### src/rtl/fpnew_pkg.sv
// fpnew_pkg: floating-point formats, classifier info and the prenormalized operand type.
package fpnew_pkg;
  typedef enum logic [2:0] {
    FP32    = 3'd0,
    FP64    = 3'd1,
    FP16    = 3'd2,
    FP8     = 3'd3,
    FP16ALT = 3'd4
  } fp_format_e;

  typedef struct packed {
    logic is_normal;
    logic is_subnormal;
    logic is_zero;
    logic is_inf;
    logic is_nan;
    logic is_signalling;
    logic is_quiet;
    logic is_boxed;
  } fp_info_t;

  localparam int unsigned MAX_EXP_BITS = 11;
  localparam int unsigned MAX_MAN_BITS = 52;

  // Sized for the widest format; narrower formats occupy the low bits of exp and mant.
  typedef struct packed {
    logic                          sign;
    logic signed [MAX_EXP_BITS+1:0] exp;
    logic [MAX_MAN_BITS:0]          mant;
  } prenorm_op_t;

  function automatic int unsigned exp_bits(fp_format_e f);
    return f == FP64 ? 11 : (f == FP32 || f == FP16ALT) ? 8 : 5;
  endfunction

  function automatic int unsigned man_bits(fp_format_e f);
    return f == FP64 ? 52 : f == FP32 ? 23 : f == FP16 ? 10 : f == FP16ALT ? 7 : 2;
  endfunction

  function automatic int unsigned bias(fp_format_e f);
    return (2 ** (exp_bits(f) - 1)) - 1;
  endfunction
endpackage

### src/rtl/fpnew_prenorm_lzc.sv
// fpnew_prenorm_lzc: leading-zero count of a WIDTH-bit vector; an all-zero input reads WIDTH-1.
module fpnew_prenorm_lzc #(
  parameter  int unsigned WIDTH = 10,
  localparam int unsigned CNT_W = $clog2(WIDTH)
) (
  input  logic [WIDTH-1:0] in_i,
  output logic [CNT_W-1:0] cnt_o
);
  always_comb begin
    cnt_o = CNT_W'(WIDTH - 1);
    for (int unsigned i = 0; i < WIDTH; i++) cnt_o = in_i[i] ? CNT_W'(WIDTH - 1 - i) : cnt_o;
  end
endmodule

### src/rtl/fpnew_operand_prenorm.sv
// fpnew_operand_prenorm: splits classified operands into sign, unbiased exponent and explicit-one mantissa.
// Define FPNEW_PRENORM_DAZ_EN to treat subnormal operands as zero instead of normalizing them.
module fpnew_operand_prenorm
  import fpnew_pkg::*;
#(
  parameter  fp_format_e  FpFormat    = fp_format_e'(2),
  parameter  int unsigned NumOperands = 1,
  parameter  int unsigned NumPipeRegs = 1,
  parameter  int unsigned TagWidth    = 4,
  localparam int unsigned EXP_BITS    = exp_bits(FpFormat),
  localparam int unsigned MAN_BITS    = man_bits(FpFormat),
  localparam int unsigned WIDTH       = 1 + EXP_BITS + MAN_BITS
) (
  input  logic                                 clk_i,
  input  logic                                 rst_ni,
  input  logic                                 flush_i,
  input  logic [NumOperands*WIDTH-1:0]         operands_i,
  input  fp_info_t [NumOperands-1:0]           info_i,
  input  logic [TagWidth-1:0]                  tag_i,
  input  logic                                 valid_i,
  output logic                                 ready_o,
  output logic [NumOperands-1:0]               sign_o,
  output logic [NumOperands*(EXP_BITS+2)-1:0]  exp_o,
  output logic [NumOperands*(MAN_BITS+1)-1:0]  mant_o,
  output fp_info_t [NumOperands-1:0]           info_o,
  output logic [TagWidth-1:0]                  tag_o,
  output logic                                 valid_o,
  input  logic                                 ready_i
);
  localparam int unsigned BIAS = bias(FpFormat);
  localparam int unsigned EW   = EXP_BITS + 2;
  localparam int unsigned MW   = MAN_BITS + 1;
  localparam int unsigned PW   = TagWidth + NumOperands * ($bits(fp_info_t) + MW + EW + 1);

  logic [NumOperands-1:0]          op_sign;
  logic [NumOperands-1:0][EW-1:0]  op_exp;
  logic [NumOperands-1:0][MW-1:0]  op_mant;
  fp_info_t [NumOperands-1:0]      op_info;

  for (genvar k = 0; k < NumOperands; k++) begin : g_op
    logic [EXP_BITS-1:0] e;
    logic [MAN_BITS-1:0] m;
    logic [EW-1:0]       norm_exp, sub_exp;
    logic [MW-1:0]       sub_mant;
    assign {op_sign[k], e, m} = operands_i[k*WIDTH +: WIDTH];
    assign norm_exp = EW'(e) - EW'(BIAS);
`ifdef FPNEW_PRENORM_DAZ_EN
    assign sub_exp    = '0;
    assign sub_mant   = '0;
    assign op_info[k] = {info_i[k].is_normal, 1'b0, info_i[k].is_zero | info_i[k].is_subnormal,
                         info_i[k][4:0]};
`else
    logic [$clog2(MAN_BITS)-1:0] lz;
    fpnew_prenorm_lzc #(.WIDTH(MAN_BITS)) i_lzc (.in_i(m), .cnt_o(lz));
    // 1 - BIAS - (lz + 1) collapses to -BIAS - lz
    assign sub_exp    = EW'(0) - EW'(BIAS) - EW'(lz);
    assign sub_mant   = MW'(m) << lz << 1;
    assign op_info[k] = info_i[k];
`endif
    assign op_exp[k]  = info_i[k].is_zero ? '0 : info_i[k].is_subnormal ? sub_exp : norm_exp;
    assign op_mant[k] = info_i[k].is_zero ? '0 : info_i[k].is_subnormal ? sub_mant : {1'b1, m};
  end

  logic [PW-1:0] stage_data  [NumPipeRegs+1];
  logic          stage_valid [NumPipeRegs+1];
  logic          stage_ready [NumPipeRegs+1];

  assign stage_data[0]            = {tag_i, op_info, op_mant, op_exp, op_sign};
  assign stage_valid[0]           = valid_i;
  assign stage_ready[NumPipeRegs] = ready_i;

  for (genvar i = 0; i < NumPipeRegs; i++) begin : g_pipe
    logic          valid_q, valid_d;
    logic [PW-1:0] data_q;
    assign stage_ready[i] = !valid_q || stage_ready[i+1];
    assign valid_d        = flush_i ? 1'b0 : stage_ready[i] ? stage_valid[i] : valid_q;
    always_ff @(posedge clk_i or negedge rst_ni) begin
      if (!rst_ni) begin
        valid_q <= 1'b0;
        data_q  <= '0;
      end else begin
        valid_q <= valid_d;
        if (stage_valid[i] && stage_ready[i]) data_q <= stage_data[i];
      end
    end
    assign stage_valid[i+1] = valid_q;
    assign stage_data[i+1]  = data_q;
  end

  assign ready_o = stage_ready[0];
  assign valid_o = stage_valid[NumPipeRegs];
  assign {tag_o, info_o, mant_o, exp_o, sign_o} = stage_data[NumPipeRegs];
endmodule

### config.mk
export PLATFORM = sky130hd
export DESIGN_NAME = fpnew_operand_prenorm
export DESIGN_NICKNAME = d
export VERILOG_FILES = /design/src/rtl/fpnew_pkg.sv /design/src/rtl/fpnew_prenorm_lzc.sv /design/src/rtl/fpnew_operand_prenorm.sv
export SDC_FILE = /design/constraint.sdc
export NUM_CORES = 1
export LEC_CHECK = 0
export ABC_AREA = 1
export BUFFER_PORTS_ARGS = -buffer_cell sky130_fd_sc_hd__clkbuf_2
export CELL_PAD_IN_SITES_DETAIL_PLACEMENT = 0
export CELL_PAD_IN_SITES_GLOBAL_PLACEMENT = 1
export CORE_ASPECT_RATIO = 1.4
export CORE_MARGIN = 1
export CORE_UTILIZATION = 31
export DETAILED_ROUTE_END_ITERATION = 6
export PLACE_DENSITY_LB_ADDON = 0.25
export SETUP_SLACK_MARGIN = 0.4
export SLEW_MARGIN = 10
export SYNTH_ARGS = -nofsm -noshare
export SYNTH_HDL_FRONTEND = slang
export SYNTH_SLANG_ARGS = --single-unit
export TNS_END_PERCENT = 1
### constraint.sdc
create_clock -name clk_i -period 1.4 [get_ports clk_i]
set_clock_uncertainty 0.1 [all_clocks]
set_input_delay 0.14 -clock clk_i [delete_from_list [all_inputs] [get_ports clk_i]]
set_output_delay 0.14 -clock clk_i [all_outputs]
set_load 0.03 [all_outputs]
### After elaboration in Yosys (flattened, before gate mapping)

Cells that the tools add are included.

* word-level logic and storage cells: 24
* bits of input ports: 33
* output and inout port bits: 33
* register bits: 32

* add/subtract/negate cells: 2
* muxes and demuxes: 15
* reduce and logical (&&, ||, !) cells: 4
* shift operators: 1

Operator list (number)
* $mux 4: 8
* $mux 11: 2
* $mux 7: 2
* $shl 10x4->10: 1
* $sub 5x4->6 const B: 1
* $sub 5x5->6 const A: 1
* $mux 1: 3
* $reduce_bool 2->1: 1
* $logic_and 1x1->1: 1
* $logic_not 1->1: 1
* $logic_or 1x1->1: 1

### Longest topological paths before layout

Gate-level depths: netlist of run 1.

* word-level depth: 12
* mapped depth: 15
* depth with buffers taken out: 15

### Modules after synthesis

From an unflattened synthesis of run 1, not the netlist that was laid out.

* cell total of the unflattened synthesis: 274
* area, all modules: 1886.8 um2

Modules (own cells, without submodules)
* fpnew_operand_prenorm: cells each 251, sequential area each 775.7 um2, times used 1, area an instance 1786.7 um2
* fpnew_prenorm_lzc: cells each 23, sequential area each 0.0 um2, times used 1, area an instance 100.1 um2

### Worst setup path before layout of run 1

No wires, ideal clock.

* path kind: register to register
* from: register g_pipe[0].valid_q, in the netlist valid_o
* to: register g_pipe[0].data_q[9]
* slack: -0.385 ns
* setup time: 0.066 ns
* arrival: 1.619 ns
* period minus slack after synthesis: 1.785 ns
* path buffers: 0
* cell stages (with the launch flop): 8
* data required time: 1.234 ns
* cell sequence: dfrtp_1 nand2_1 nand2_1 nor2_4 inv_1 a21oi_1 o211ai_1 nand2_1

* word-level cells in the longest chain between the ends: 3

RTL lines
* from (decl): line fpnew_operand_prenorm.sv:73 `logic valid_q, valid_d;`
* from (signal assigned): line fpnew_operand_prenorm.sv:82 `valid_q <= valid_d;`
* $logic_not 1->1: line fpnew_operand_prenorm.sv:75 `assign stage_ready[i] = !valid_q || stage_ready[i+1];`
* $logic_or 1x1->1: line fpnew_operand_prenorm.sv:75
* via ready_o: line fpnew_operand_prenorm.sv:21 `output logic ready_o,`
* $logic_and 1x1->1: line fpnew_operand_prenorm.sv:83 `if (stage_valid[i] && stage_ready[i]) data_q <= stage_data[i];`
* to (signal assigned): line fpnew_operand_prenorm.sv:83
* to (decl): line fpnew_operand_prenorm.sv:74 `logic [PW-1:0] data_q;`

The timed path passes the listed nets, and every way through them passes these cells.
A chain may end at the register's enable or synchronous reset.

### Worst setup path in the final report of run 1

* from: register g_pipe[0].valid_q, in the netlist valid_o
* to: output port ready_o

* word-level cells in the longest chain between the ends: 2

RTL lines (line)
* $logic_not 1->1: fpnew_operand_prenorm.sv:75
* $logic_or 1x1->1: fpnew_operand_prenorm.sv:75
* to (decl): fpnew_operand_prenorm.sv:21

No other way between the ends.

==> results.toml, run 1 <==
[timing]
tightest_slew_ps = 262.7
layout_min_cycle_time_ps = 1302
post-route-period-util_pct = 93.01
setup_slack_ps = 97.84
maxSlewHeadroom_pct = 82.46
whs_ps = 10.98
rsz0062_at_grt = "yes"
finalHoldViolCount = 0
maxSlewViolCount = 0
setup_violations = 0
fmax_mhz = 768.0

[yosys]
synth-edff-count = 0
yosysTopAreaCell = "dfrtp_1"
synth_top_family_by_area = "simple AND/OR/NAND/NOR gates"
synth_xor_area_share_pct = 0
yosysSeqAreaShare_pct = 43.39
synth_nets = 282
yosys.area_share.simple_pct = 35.13
avgSynthCellArea_um2 = 7.239
synth_ff_type = "dfrtp_1"
yosys-mux-area-fraction_pct = 0
synth.area.top_cells = "dfrtp_1 43%, nand2_1 20%, nand3_1 5.6%"
synthDistinctLibCells = 26
synth_compound_area_share_pct = 12.74
synth.most_common_cell = "nand2_1"
synth.ff_latch_count = 31
synth_area_um2 = 1788
synthCells = 247
synth_adder_area_share_pct = 1.400
synth.top_cell.area_share_pct = 43.39
synth_warnings = 0
ys_top_cells_by_count = "97 x nand2_1, 31 x dfrtp_1, 20 x nand3_1, 19 x inv_1, 15 x a21oi_1"
synthArstFlopShare_pct = 100.0

[worst_setup_path]
max_stage_delay_ps = 420
path_class = "reg -> out"
crit_chain = "nand2_4 > buf_4 > clkbuf_2"
end_kind = "output port"
worstPathRequired_ps = 1160
crit_fanout = 3
crit_slowest_cell = "dfrtp_2"
start_kind = "flip-flop"
cp.arrival_ps = 1060

[die]
die_w_um = 66.19
chipHeight_um = 91.86
num_rows = 32
core_area_um2 = 5525
start_util_pct = 32.36
dieArea_um2 = 6080
io_pins = 66

[power]
p_leak_uw = 0.001509
vdd_ir_drop_max_mv = 0.3254
powerDensity_nw_per_um2 = 950.1

[global_routing]
grt_pass1_wl_mm = 8.452
overflow = 0
grt_max_degree = 18
grt_antenna_before_repair = 0
grt_pass1_vias = 1910
grt_use_total_pct = 18.12

[clock_network]
cts_tree = "yes"
cts_buffers = 5
insertion_delay_ps = 280
cts.sinks = 31
clkTransAtPathRegs_ps = 70
htree_levels = 2
cts_buffer_depth = 2
cts-root-buf = "clkbuf_8"

[worst_hold_path]
hp-class = "in -> reg"

[run_status]
status = "complete, no violations"

[layout]
drive_gt1_share_pct = 41.29
num-fill-cells = 578
register_area_um2 = 777.0
multi_input_area_um2 = 1026
area_delta_synth_final_pct = 54.86
n_antenna_cell = 0
fin_util_pct = 50.11
final_area_um2 = 2769
nets = 390

[drt]
vias = 1977
drt_first_pass_iters = 4
drcViolationCount = 0
viasPerCell = 4.663
ant_nets = 0
wl_per_cell_um = 12.19
routed_wl_mm = 5.168
initialDrtViolationCount = 67

[place]
routabilityCongestion = 0.9069
io_buffers = 65
dp_slack_ps = -142.2
dp_hpwl_mm = 3.926
placed_area_um2 = 2391

[job]
maxCapViolCount = 0
## path summary, 6_finish.rpt
path                                      start                    to  slack, ps  cells past startpoint
max                                     valid_o               ready_o        100                      3
min                                     valid_i               valid_o         10                      3
max reg2reg                             valid_o  g_pipe[0].data_q[14]        120                      8
min reg2reg                g_pipe[0].data_q[17]  g_pipe[0].data_q[17]        370                      2
max in group asynchronous                rst_ni  g_pipe[0].data_q[20]        740                      3
min in group asynchronous                rst_ni               valid_o         80                      2
## where the power goes
| part | leakage (uW) | switching [uW] | internal [uW] |
|---|---|---|---|
| clock network | 0.0000482 | 314 | 396 |
| logic | 0.00107 | 561 | 311 |
| registers | 0.000389 | 53.1 | 996 |
## worst max-delay path: cells and delay by family, from the launching register on
kind / cells / cell delay (ps)
buffers and inverters: 2 / 280
and+or+nand+nor: 1 / 80
DFF: 1 / 420
## area by class of cell
class / count / share of cell area (%)
Tap cell: 68 / 3.073
Sequential cell: 31 / 28.06
Timing Repair Buffer: 107 / 24.81
Timing Repair inverter: 1 / 0.2711
Multi-Input combinational cell: 186 / 37.05
Clock buffer: 7 / 3.118
Inverter: 23 / 3.434
Clock inverter: 1 / 0.1807
## through the flow
stage          cells  power (uW)  TNS, ps
2_1_floorplan    247        1560   -18.62
3_3_place_gp     399        1854    -1105
3_5_place_dp     399        1859    -1063
5_1_grt          424        2802        0
6_report         424        2631        0
4_1_cts          421        2628        0
## what timing repair did
action	4_1_cts	5_1_grt
gates resized for setup	8	26
endpoints found under the hold margin	43	0
setup endpoints to repair	63	63
hold buffers	13	0
buffers inserted	0	2
pin swaps	3	12
cloned	1	1
## cells by family (layout without fill, tap and decap cells)
group,count (synthesis),count (layout)
and+or+nand+nor,143,144
DFF,31,31
adders and majority gates,2,2
buffers and inverters,31,139
AOI/OAI and AO/OA,40,40
## layer usage
| layer | part of all wire [%] | GRT usage, % |
|---|---|---|
| met5 | 0 | 0 |
| met2 | 50 | 30.95 |
| met4 | 3.5 | 9.220 |
| met1 | 42 | 21.61 |
| met3 | 4.8 | 2.363 |
## registers in the layout (all words and copies together) (netlist names)
signal         flops
valid_o            1
g_pipe.data_q     30
## cells in the final DEF, fill, tap and decap left out, types with 3 or more instances in the layout
cell and n:
dlygate4sd3_1 13, nor2_4 3, a32o_1 3, nor2_1 10, nand2_2 7, a21oi_2 4, nand3_1 11, nand2_4 4
dfrtp_1 30, inv_1 14, nand3_2 10, clkbuf_2 64, o21ai_0 11, buf_6 3, clkbuf_8 6, a21oi_1 10
buf_4 27, nand2_1 90, o21ai_1 7, inv_2 6
Power figures use the tool's default switching activity.
==> inputs of run 2 (changes only) <==
--- a/config.mk
+++ b/config.mk
@@ -11,7 +11,7 @@
 export CELL_PAD_IN_SITES_GLOBAL_PLACEMENT = 1
 export CORE_ASPECT_RATIO = 1.4
 export CORE_MARGIN = 1
-export CORE_UTILIZATION = 31
+export CORE_UTILIZATION = 34
 export DETAILED_ROUTE_END_ITERATION = 6
 export PLACE_DENSITY_LB_ADDON = 0.25
 export SETUP_SLACK_MARGIN = 0.4
==> constraint.sdc (replaced) <==
create_clock -name clk_i -period 1.2 [get_ports clk_i]
set_clock_uncertainty 0.1 [all_clocks]
set_input_delay 0.12 -clock clk_i [delete_from_list [all_inputs] [get_ports clk_i]]
set_output_delay 0.12 -clock clk_i [all_outputs]
set_load 0.03 [all_outputs]
==> results.toml, run 2 (same netlist as run 1, synthesis figures left out) <==
[run_status]
status = "complete, but fails checks"
violations = "negative hold slack, negative setup slack"

[power]
p_switching_uw = 1130
switching_share_pct = 33.87
comb_power_share_pct = 37.5
powerDensity_nw_per_um2 = 1079
p_seq_share_pct = 37.9
vdd_ir_drop_max_mv = 0.4578
p_leak_uw = 0.001621
p_int_uw = 2207
p_clk_share_pct = 24.6

[global_routing]
overflow = 0
busiest_layer = "met2"
grt_use_total_pct = 20.49
grt_max_degree = 21
grt_antenna_before_repair = 0
grtUsageMet3_pct = 4.036
grt_pass1_wl_mm = 8.901
grt_pass1_vias = 2014
use_met1_pct = 22.77
grtUsageMet2_pct = 38.32

[die]
core_area_um2 = 4955
io_pins = 66
die_w_um = 63.29
chipHeight_um = 87.81
start_util_pct = 36.09
num_rows = 30
dieArea_um2 = 5557

[layout]
final_common_cell = "nand2_1"
largest_register = "g_pipe.data_q"
largest_reg_flops = 30
drive_gt1_share_pct = 42.09
fin_util_pct = 62.40
final_cell_mix = "89 x nand2_1, 32 x clkbuf_2, 30 x dfrtp_1, 24 x buf_4, 20 x buf_8"
n_antenna_cell = 0
area_delta_synth_final_pct = 72.92
nets = 388

[worst_setup_path]
rr_worst_depth = 7
critPathTopFamily = "flip-flops"
cp.depth = 7
r2r_start = "valid_o"
cp.arrival_ps = 1390
crit_fanout = 8
worstPathRequired_ps = 1320
crit_slowest_cell = "dfrtp_2"
end_kind = "flip-flop"
r2r_slack_ps = -70
rr_endpoint = "g_pipe[0].data_q[9]"
crit_buf_inv = 1
cp_common_cell = "nand2_4"
path_class = "reg -> reg"
start_kind = "flip-flop"
crit_chain = "nand2_4 > nand2_4 > nor2_4 > inv_4 > a21oi_4 > o211ai_1 > nand2_1"
max_stage_delay_ps = 420

[clock_network]
cts-root-buf = "clkbuf_8"
cts_tree = "yes"
postCtsHoldBufs = 12
clkTransAtPathRegs_ps = 70
insertion_delay_ps = 280
cts_buffer_depth = 2
cts_buffers = 5
cts.sinks = 31
htree_levels = 2

[timing]
setup_violations = 17
setup_slack_ps = -72.43
post-route-period-util_pct = 106.0
fmax_mhz = 785.9
layout_min_cycle_time_ps = 1272
maxSlewHeadroom_pct = 74.10
tightest_slew_ps = 388.5
finalHoldViolCount = 31
fin_tns_setup_ps = -551.8
whs_ps = -350.3
rsz0062_at_grt = "yes"
maxSlewViolCount = 0

[drt]
ant_nets = 0
drt_first_pass_iters = 4
routed_wl_mm = 5.506
wl_per_cell_um = 13.17
drcViolationCount = 0
viasPerCell = 4.852
vias = 2028
initialDrtViolationCount = 68

[place]
routabilityCongestion = 0.9531
io_buffers = 65
dp_hpwl_mm = 3.942

[worst_hold_path]
hp-class = "in -> async"

[job]
maxCapViolCount = 0
run 2: changes by cell type in the layout (fill, tap and decap cells not counted), sizes merged:
cell         change
clkinvlp         -2
clkbuf          -20
dlygate4sd3      -1
buf             +20
inv              +1
run 2: power groups by stage:
stage	clock network (uW)	registers (uW)	logic [uW]
2_1_floorplan	0	1480	343
3_3_place_gp	0	1240	932
3_5_place_dp	0	1250	934
4_1_cts	853	1250	1160
5_1_grt	891	1280	1350
6_report	820	1270	1250
run 2: final cells by class:
class                      instances  area [um^2]
multi-input combinational        186         1050
clock buffer                       7        86.33
sequential                        31        777.0
inverter                          23        88.84
timing repair buffer             106         1005
tap                               64        80.08
clock inverter                     1        5.005
fill                             448         1863
run 2: what timing repair did:
| action | 4_1_cts | 5_1_grt |
|---|---|---|
| cloned | 0 | 1 |
| resized for setup | 73 | 53 |
| setup buffers | 1 | 0 |
| hold endpoints to repair | 43 | 18 |
| endpoints found under the setup margin | 64 | 64 |
| pin swaps | 1 | 10 |
run 2: per-layer routing:
metal	routed length [um]	up-vias	share of wire (%)
met5	0	-	0
met3	248	14	4.5
met4	157	0	2.9
li1	-	1017	-
met1	2168	931	39
met2	2931	66	53
run 2: how the worst max path moves through the flow:
stage	startpoint	end	slack (ps)
3_5_place_dp	operands_i[3]	g_pipe[0].data_q[4]	-340
4_1_cts	valid_o	g_pipe[0].data_q[17]	-60
3_3_place_gp	operands_i[3]	g_pipe[0].data_q[4]	-300
2_1_floorplan	valid_o	g_pipe[0].data_q[9]	-210
6_report	valid_o	g_pipe[0].data_q[9]	-70
5_1_grt	operands_i[2]	g_pipe[0].data_q[16]	-150
run 2: per-stage QoR:
step	instances	setup WS [ps]	power [uW]	hold WS, ps	instance area (um^2)
global placement	396	-299.6	2174	-40.64	2419
detailed placement	396	-339.9	2183	-35.85	2419
CTS	417	-61.70	3256	-340.5	2932
finish	418	-72.43	3337	-350.3	3092
global route	418	-148.5	3518	-340.2	3092
floorplan	247	-214.4	1819	-275.6	1823
